$ cat src/rtl/rvc_asap_5pl_cr_io.sv
// Control-register I/O block beside the MEM-stage data memory: 7-segment digits, LEDs,
// cursor scratch registers, debounced buttons with W1C events and IRQ, switches, cycle counter.

module rvc_asap_5pl_cr_io_btn #(
   parameter int DEBOUNCE_CYC = 16
) (
   input  logic Clock,
   input  logic Rst,
   input  logic raw,
   output logic lvl,
   output logic rise
);
   localparam int CW = $clog2(DEBOUNCE_CYC);

   logic [1:0]    sync;
   logic [CW-1:0] cnt;
   logic          flip;

   // rise is combinational so the event bit sets on the same edge the level flips
   assign flip = (sync[1] != lvl) && (cnt == CW'(DEBOUNCE_CYC - 1));
   assign rise = flip && !lvl;

   always_ff @(posedge Clock or negedge Rst) begin
      if (!Rst) begin
         sync <= '0;
         cnt  <= '0;
         lvl  <= 1'b0;
      end else begin
         sync <= {sync[0], raw};
         if (sync[1] == lvl || flip) cnt <= '0;
         else                        cnt <= cnt + 1'b1;
         if (flip) lvl <= ~lvl;
      end
   end
endmodule

module rvc_asap_5pl_cr_io #(
   parameter int          NUM_SEG7     = 6,
   parameter int          LED_W        = 10,
   parameter int          SW_W         = 10,
   parameter int          NUM_BTN      = 2,
   parameter int          DEBOUNCE_CYC = 16,
   parameter logic [31:0] CR_BASE      = 32'h0000_7000
) (
   input  logic                  Clock,
   input  logic                  Rst,
   input  logic [31:0]           AluOut,
   input  logic [31:0]           RegRdData2,
   input  logic                  CtrlCRMemWrEn,
   input  logic [3:0]            CtrlCRMemByteEn,
   input  logic                  SelCRMemWb,
   output logic [31:0]           CRMemRdDataQ104H,
   input  logic [NUM_BTN-1:0]    Button,
   input  logic [SW_W-1:0]       Switch,
   output logic [8*NUM_SEG7-1:0] SEG7,
   output logic [LED_W-1:0]      LED,
   output logic                  Irq
);
   localparam logic [9:0] W_LED  = 10'h08;
   localparam logic [9:0] W_CURH = 10'h09;
   localparam logic [9:0] W_CURV = 10'h0A;
   localparam logic [9:0] W_LVL  = 10'h10;
   localparam logic [9:0] W_EVT  = 10'h11;
   localparam logic [9:0] W_IE   = 10'h12;
   localparam logic [9:0] W_SW   = 10'h13;
   localparam logic [9:0] W_CYC  = 10'h14;

   logic                    hit, wr;
   logic [9:0]              word;
   logic                    unused_ok;
   logic [NUM_SEG7-1:0][7:0] seg_q, seg_n;
   logic [LED_W-1:0]        led_q, led_n;
   logic [31:0]             curh_q, curh_n, curv_q, curv_n;
   logic [NUM_BTN-1:0]      ie_q, ie_n, evt_q, evt_n, evt_clr, lvl, rise;
   logic [1:0][SW_W-1:0]    sw_sync;
   logic [31:0]             cyc_q, rd_val, rd_q;
   logic                    irq_q;

   function automatic logic [31:0] bmerge(input logic [31:0] old, input logic [31:0] nw,
                                          input logic [3:0] be);
      logic [31:0] r;
      r = old;
      for (int b = 0; b < 4; b++) if (be[b]) r[8*b +: 8] = nw[8*b +: 8];
      return r;
   endfunction

   assign hit       = AluOut[31:12] == CR_BASE[31:12];
   assign word      = AluOut[11:2];
   assign wr        = CtrlCRMemWrEn && hit;
   assign unused_ok = ^AluOut[1:0];

   rvc_asap_5pl_cr_io_btn #(.DEBOUNCE_CYC(DEBOUNCE_CYC)) u_btn [NUM_BTN-1:0] (
      .Clock (Clock),
      .Rst   (Rst),
      .raw   (Button),
      .lvl   (lvl),
      .rise  (rise)
   );

   always_comb begin
      seg_n   = seg_q;
      led_n   = led_q;
      curh_n  = curh_q;
      curv_n  = curv_q;
      ie_n    = ie_q;
      evt_clr = '0;
      if (wr) begin
         for (int i = 0; i < NUM_SEG7; i++)
            if (word == 10'(i) && CtrlCRMemByteEn[0]) seg_n[i] = RegRdData2[7:0];
         case (word)
            W_LED:   led_n  = LED_W'(bmerge(32'(led_q), RegRdData2, CtrlCRMemByteEn));
            W_CURH:  curh_n = bmerge(curh_q, RegRdData2, CtrlCRMemByteEn);
            W_CURV:  curv_n = bmerge(curv_q, RegRdData2, CtrlCRMemByteEn);
            W_IE:    if (CtrlCRMemByteEn[0]) ie_n = RegRdData2[NUM_BTN-1:0];
            W_EVT:   if (CtrlCRMemByteEn[0]) evt_clr = RegRdData2[NUM_BTN-1:0];
            default: ;
         endcase
      end
      // a debounced rising edge beats a same-cycle clear
      evt_n = (evt_q & ~evt_clr) | rise;
   end

   // loads see post-write values so a same-cycle store is bypassed
   always_comb begin
      rd_val = '0;
      if (hit) begin
         for (int i = 0; i < NUM_SEG7; i++)
            if (word == 10'(i)) rd_val = 32'(seg_n[i]);
         case (word)
            W_LED:   rd_val = 32'(led_n);
            W_CURH:  rd_val = curh_n;
            W_CURV:  rd_val = curv_n;
            W_LVL:   rd_val = 32'(lvl);
            W_EVT:   rd_val = 32'(evt_n);
            W_IE:    rd_val = 32'(ie_n);
            W_SW:    rd_val = 32'(sw_sync[1]);
            W_CYC:   rd_val = cyc_q;
            default: ;
         endcase
      end
   end

   always_ff @(posedge Clock or negedge Rst) begin
      if (!Rst) begin
         seg_q   <= '0;
         led_q   <= '0;
         curh_q  <= '0;
         curv_q  <= '0;
         ie_q    <= '0;
         evt_q   <= '0;
         irq_q   <= 1'b0;
         sw_sync <= '0;
         cyc_q   <= '0;
         rd_q    <= '0;
      end else begin
         seg_q   <= seg_n;
         led_q   <= led_n;
         curh_q  <= curh_n;
         curv_q  <= curv_n;
         ie_q    <= ie_n;
         evt_q   <= evt_n;
         irq_q   <= |(evt_q & ie_q);
         sw_sync <= {sw_sync[0], Switch};
         cyc_q   <= cyc_q + 32'd1;
         if (SelCRMemWb) rd_q <= rd_val;
      end
   end

   assign SEG7             = seg_q;
   assign LED              = led_q;
   assign Irq              = irq_q;
   assign CRMemRdDataQ104H = rd_q;
endmodule

$ cat config.mk
export PLATFORM = sky130hd
export DESIGN_NAME = rvc_asap_5pl_cr_io
export DESIGN_NICKNAME = d
export VERILOG_FILES = /design/src/rtl/rvc_asap_5pl_cr_io.sv
export SDC_FILE = /design/constraint.sdc
export NUM_CORES = 1
export LEC_CHECK = 0
export BUFFER_PORTS_ARGS = -buffer_cell sky130_fd_sc_hd__buf_2
export CAP_MARGIN = 20
export CORE_ASPECT_RATIO = 0.75
export CORE_MARGIN = 2
export CORE_UTILIZATION = 51
export CTS_CLUSTER_DIAMETER = 150
export CTS_CLUSTER_SIZE = 16
export DETAILED_ROUTE_END_ITERATION = 8
export PLACE_DENSITY_LB_ADDON = 0.3
export SLEW_MARGIN = 30
export SYNTH_ARGS = -nofsm -noshare
export SYNTH_HDL_FRONTEND = slang
export SYNTH_SLANG_ARGS = --single-unit
$ cat constraint.sdc
create_clock -name Clock -period 1.8 [get_ports Clock]
set_input_delay 0.18 -clock Clock [delete_from_list [all_inputs] [get_ports Clock]]
set_output_delay 0.18 -clock Clock [all_outputs]
set_load 0.005 [all_outputs]
==> out/metrics.yaml <==
report.final.slew_viol_count: 0
ff2ff_path_depth: 8
die_y_um: 130
area_growth_pct: 35.3
finalCriticalPeriod_ps: 1810
cp-start-kind: "register"
drtIter0Drc: 735
syn_inst: 940
n_antenna_cell: 0
required_ps: 2190
hold_path.class: "in -> reg"
grt_pass1_vias: 8898
viasPerCell: 5.78
syn-num-nets: 1027
grtUsageTotal_pct: 27.4
r2r_start: "cyc_q[0]$_DFF_PN0_"
num_vias: 9017
post-route-cell-area_mm2: 0.0146
r2r_end: "cyc_q[24]$_DFF_PN0_"
die-width_um: 172
syn_area_mm2: 0.0108
fp.coreArea_mm2: 0.0204
violations: "setup timing"
ys_ff_latch: 225
stdcell_count: 1559
initial_utilization_pct: 52.7
nets: 1363
power.density_mw_per_mm2: 640
cts_buffer_depth: 3
io_buffers: 172
worst_skew_pair.late_latency_ps: 500
clkSinkCount: 225
layout_commonest_cell: "dfrtp_1"
wl_per_cell_um: 19.8
antenna_found_initial: 0
crit_chain: "ha_2 -> nand2_2 -> nor2_4 -> and3_4 -> nand4_1 -> nor2_1 -> nand3_1 -> xnor2_1"
dpl.cell_count: 1494
finalHoldViolCount: 0
drcViolationCount: 0
status: "finished with violations"
setup_viol: 2
critPathMaxStageDelay_ps: 410
fillers: 1450
max_freq_mhz: 552
post_dp_cell_area_mm2: 0.0135
drive_above_1_share_pct: 43.1
grt_max_degree: 92
grt-ovfl-total: 0
cts_tree: "done"
synth-async-reset-ratio_pct: 100
cts_buffers: 18
leakage_nw: 7.21
crit_end: "cyc_q[24]$_DFF_PN0_"
cp_slowest_cell: "dfrtp_1"
ir_drop_v: 0.000636
crit_fanout: 3
regToRegSetupSlack_ps: -10
dp_hpwl_um: 21500
fin_crit_sh_pct: 101
synth_area_per_cell_um2: 11.4
path_class: "reg -> reg"
wirelength_um: 30900
rsz0062_at_grt: "true"
tightestPinTransition_ps: 831
synth-edff-count: 0
maxSlewHeadroom_pct: 44.6
die_area_mm2: 0.0223
final_cell_mix: "225 x dfrtp_1, 171 x buf_2, 134 x buf_4"
gp_congestion: 0.918
yosysUniqueCellTypes: 64
startpoint: "cyc_q[0]$_DFF_PN0_"
arrival_ps: 2200
setup_ws_ps: -11.3
row_count: 45
holdWs_ps: 94.1
synth_flop_cell: "dfrtp_1"
clk_pin_slew_ps: 80
maxCapViolations: 0
firstDrtPassIters: 5
synth_seq_area_share_pct: 52.3
grt_pass1_wl_um: 47900
io_pins: 175
cts_root_buffer: "clkbuf_16"
drtAntennaViolNets: 0
yosys_warnings: 0
skew_ps: 18.0
htreeDepth: 1
cp-end-kind: "register"
[cell families after synthesis]
| group | count (synthesis) | synth area share [%] |
|---|---|---|
| buffers and inverters | 64 | 2.43 |
| DFF | 225 | 52.3 |
| adders and majority gates | 3 | 0.349 |
| and+or+nand+nor | 251 | 12.1 |
| muxes | 182 | 18.4 |
| xor gates and xnor gates | 36 | 2.93 |
| AOI/OAI and AO/OA | 179 | 11.5 |
[registers in the layout (all words and copies together), names as in the netlist, 8 cells and up]
register / flops
CRMemRdDataQ104H: 32
curv_q: 32
cyc_q: 32
SEG7: 48
curh_q: 32
sw_sync: 20
LED: 10
u_btn.cnt: 8
[synth_stat cells (14+ instances only)]
cell | n | area share, %
a21oi_1 | 57 | 2.7
and3_1 | 17 | 0.99
buf_2 | 14 | 0.65
clkbuf_1 | 37 | 1.3
dfrtp_1 | 225 | 52
mux2_2 | 124 | 13
mux2i_1 | 58 | 5.4
nand2_1 | 82 | 2.9
nand3_1 | 32 | 1.5
nand4_1 | 15 | 0.87
nor2_1 | 44 | 1.5
o21ai_0 | 26 | 1.2
o221ai_1 | 16 | 1.3
xnor2_1 | 29 | 2.4
[worst min-delay path by stage]
| stage | from | end | depth (start not counted) |
|---|---|---|---|
| final | RegRdData2[1] | LED[1]$_DFF_PN0_ | 3 |
| after global routing | RegRdData2[1] | LED[1]$_DFF_PN0_ | 3 |
| after CTS | RegRdData2[1] | LED[1]$_DFF_PN0_ | 3 |
| after detailed placement | Rst | u_btn[0].cnt[3]$_DFF_PN0_ | 2 |
| after global placement | Rst | u_btn[0].sync[1]$_DFF_PN0_ | 2 |
| after floorplan | Rst | CRMemRdDataQ104H[0]$_DFFE_PN0P_ | 0 |
[timing repair]
action                     4_1_cts  5_1_grt
setup endpoints to repair       13       25
setup buffers                    1        6
gates resized for setup          8       38
gates cloned                     0        0
pin swaps                        0       16
hold buffers                    37        0
hold endpoints to repair       284        0
[stage by stage]
stage,setup TNS [ps],utilization (%),setup WS [ps],power [mW]
after global placement,-51370,65.8,-518,5.71
after detailed placement,-54170,65.8,-512,5.71
after global routing,-1170,71.2,-107,9.65
after CTS,-5.69,70.2,-5.69,9.36
after floorplan,-20220,-,-215,5.34
final,-14.5,71.2,-11.3,9.32
[per-layer routing]
metal | track usage (%) | share of wire (%) | vias to the layer above | wire length (µm)
met5 | 0 | 0 | - | 0
met4 | 4.75 | 1.5 | 0 | 450
met3 | 4.94 | 6.1 | 37 | 1880
met2 | 41.8 | 44 | 311 | 13700
met1 | 41.8 | 48 | 4553 | 14900
li1 | - | - | 4116 | -
[critical path, delay by kind of cell, from the launching register on]
family,cells,cell delay [ps]
XOR/XNOR,1,150
adder cells (fa/ha/maj),1,230
flip-flops,1,410
AND/OR/NAND/NOR,6,900
[layout make-up]
type / count / area (µm²) / area share, %
clock buffers: 19 / 454 / 3.12
clock inverters: 2 / 32.5 / 0.223
inverters: 12 / 50.0 / 0.344
multi-input cells: 651 / 5320 / 36.5
flip-flops and latches: 225 / 5630 / 38.7
well taps: 282 / 353 / 2.42
repair buffers: 368 / 2720 / 18.7
[report_power, final]
| group | leakage (nW) | total, mW | switching, mW | internal (mW) |
|---|---|---|---|---|
| registers | 3.06 | 5.11 | 0.0201 | 5.09 |
| clock network | 0.237 | 3.63 | 1.81 | 1.82 |
| logic | 3.90 | 0.579 | 0.336 | 0.243 |
(Power assumes the default switching activity.)
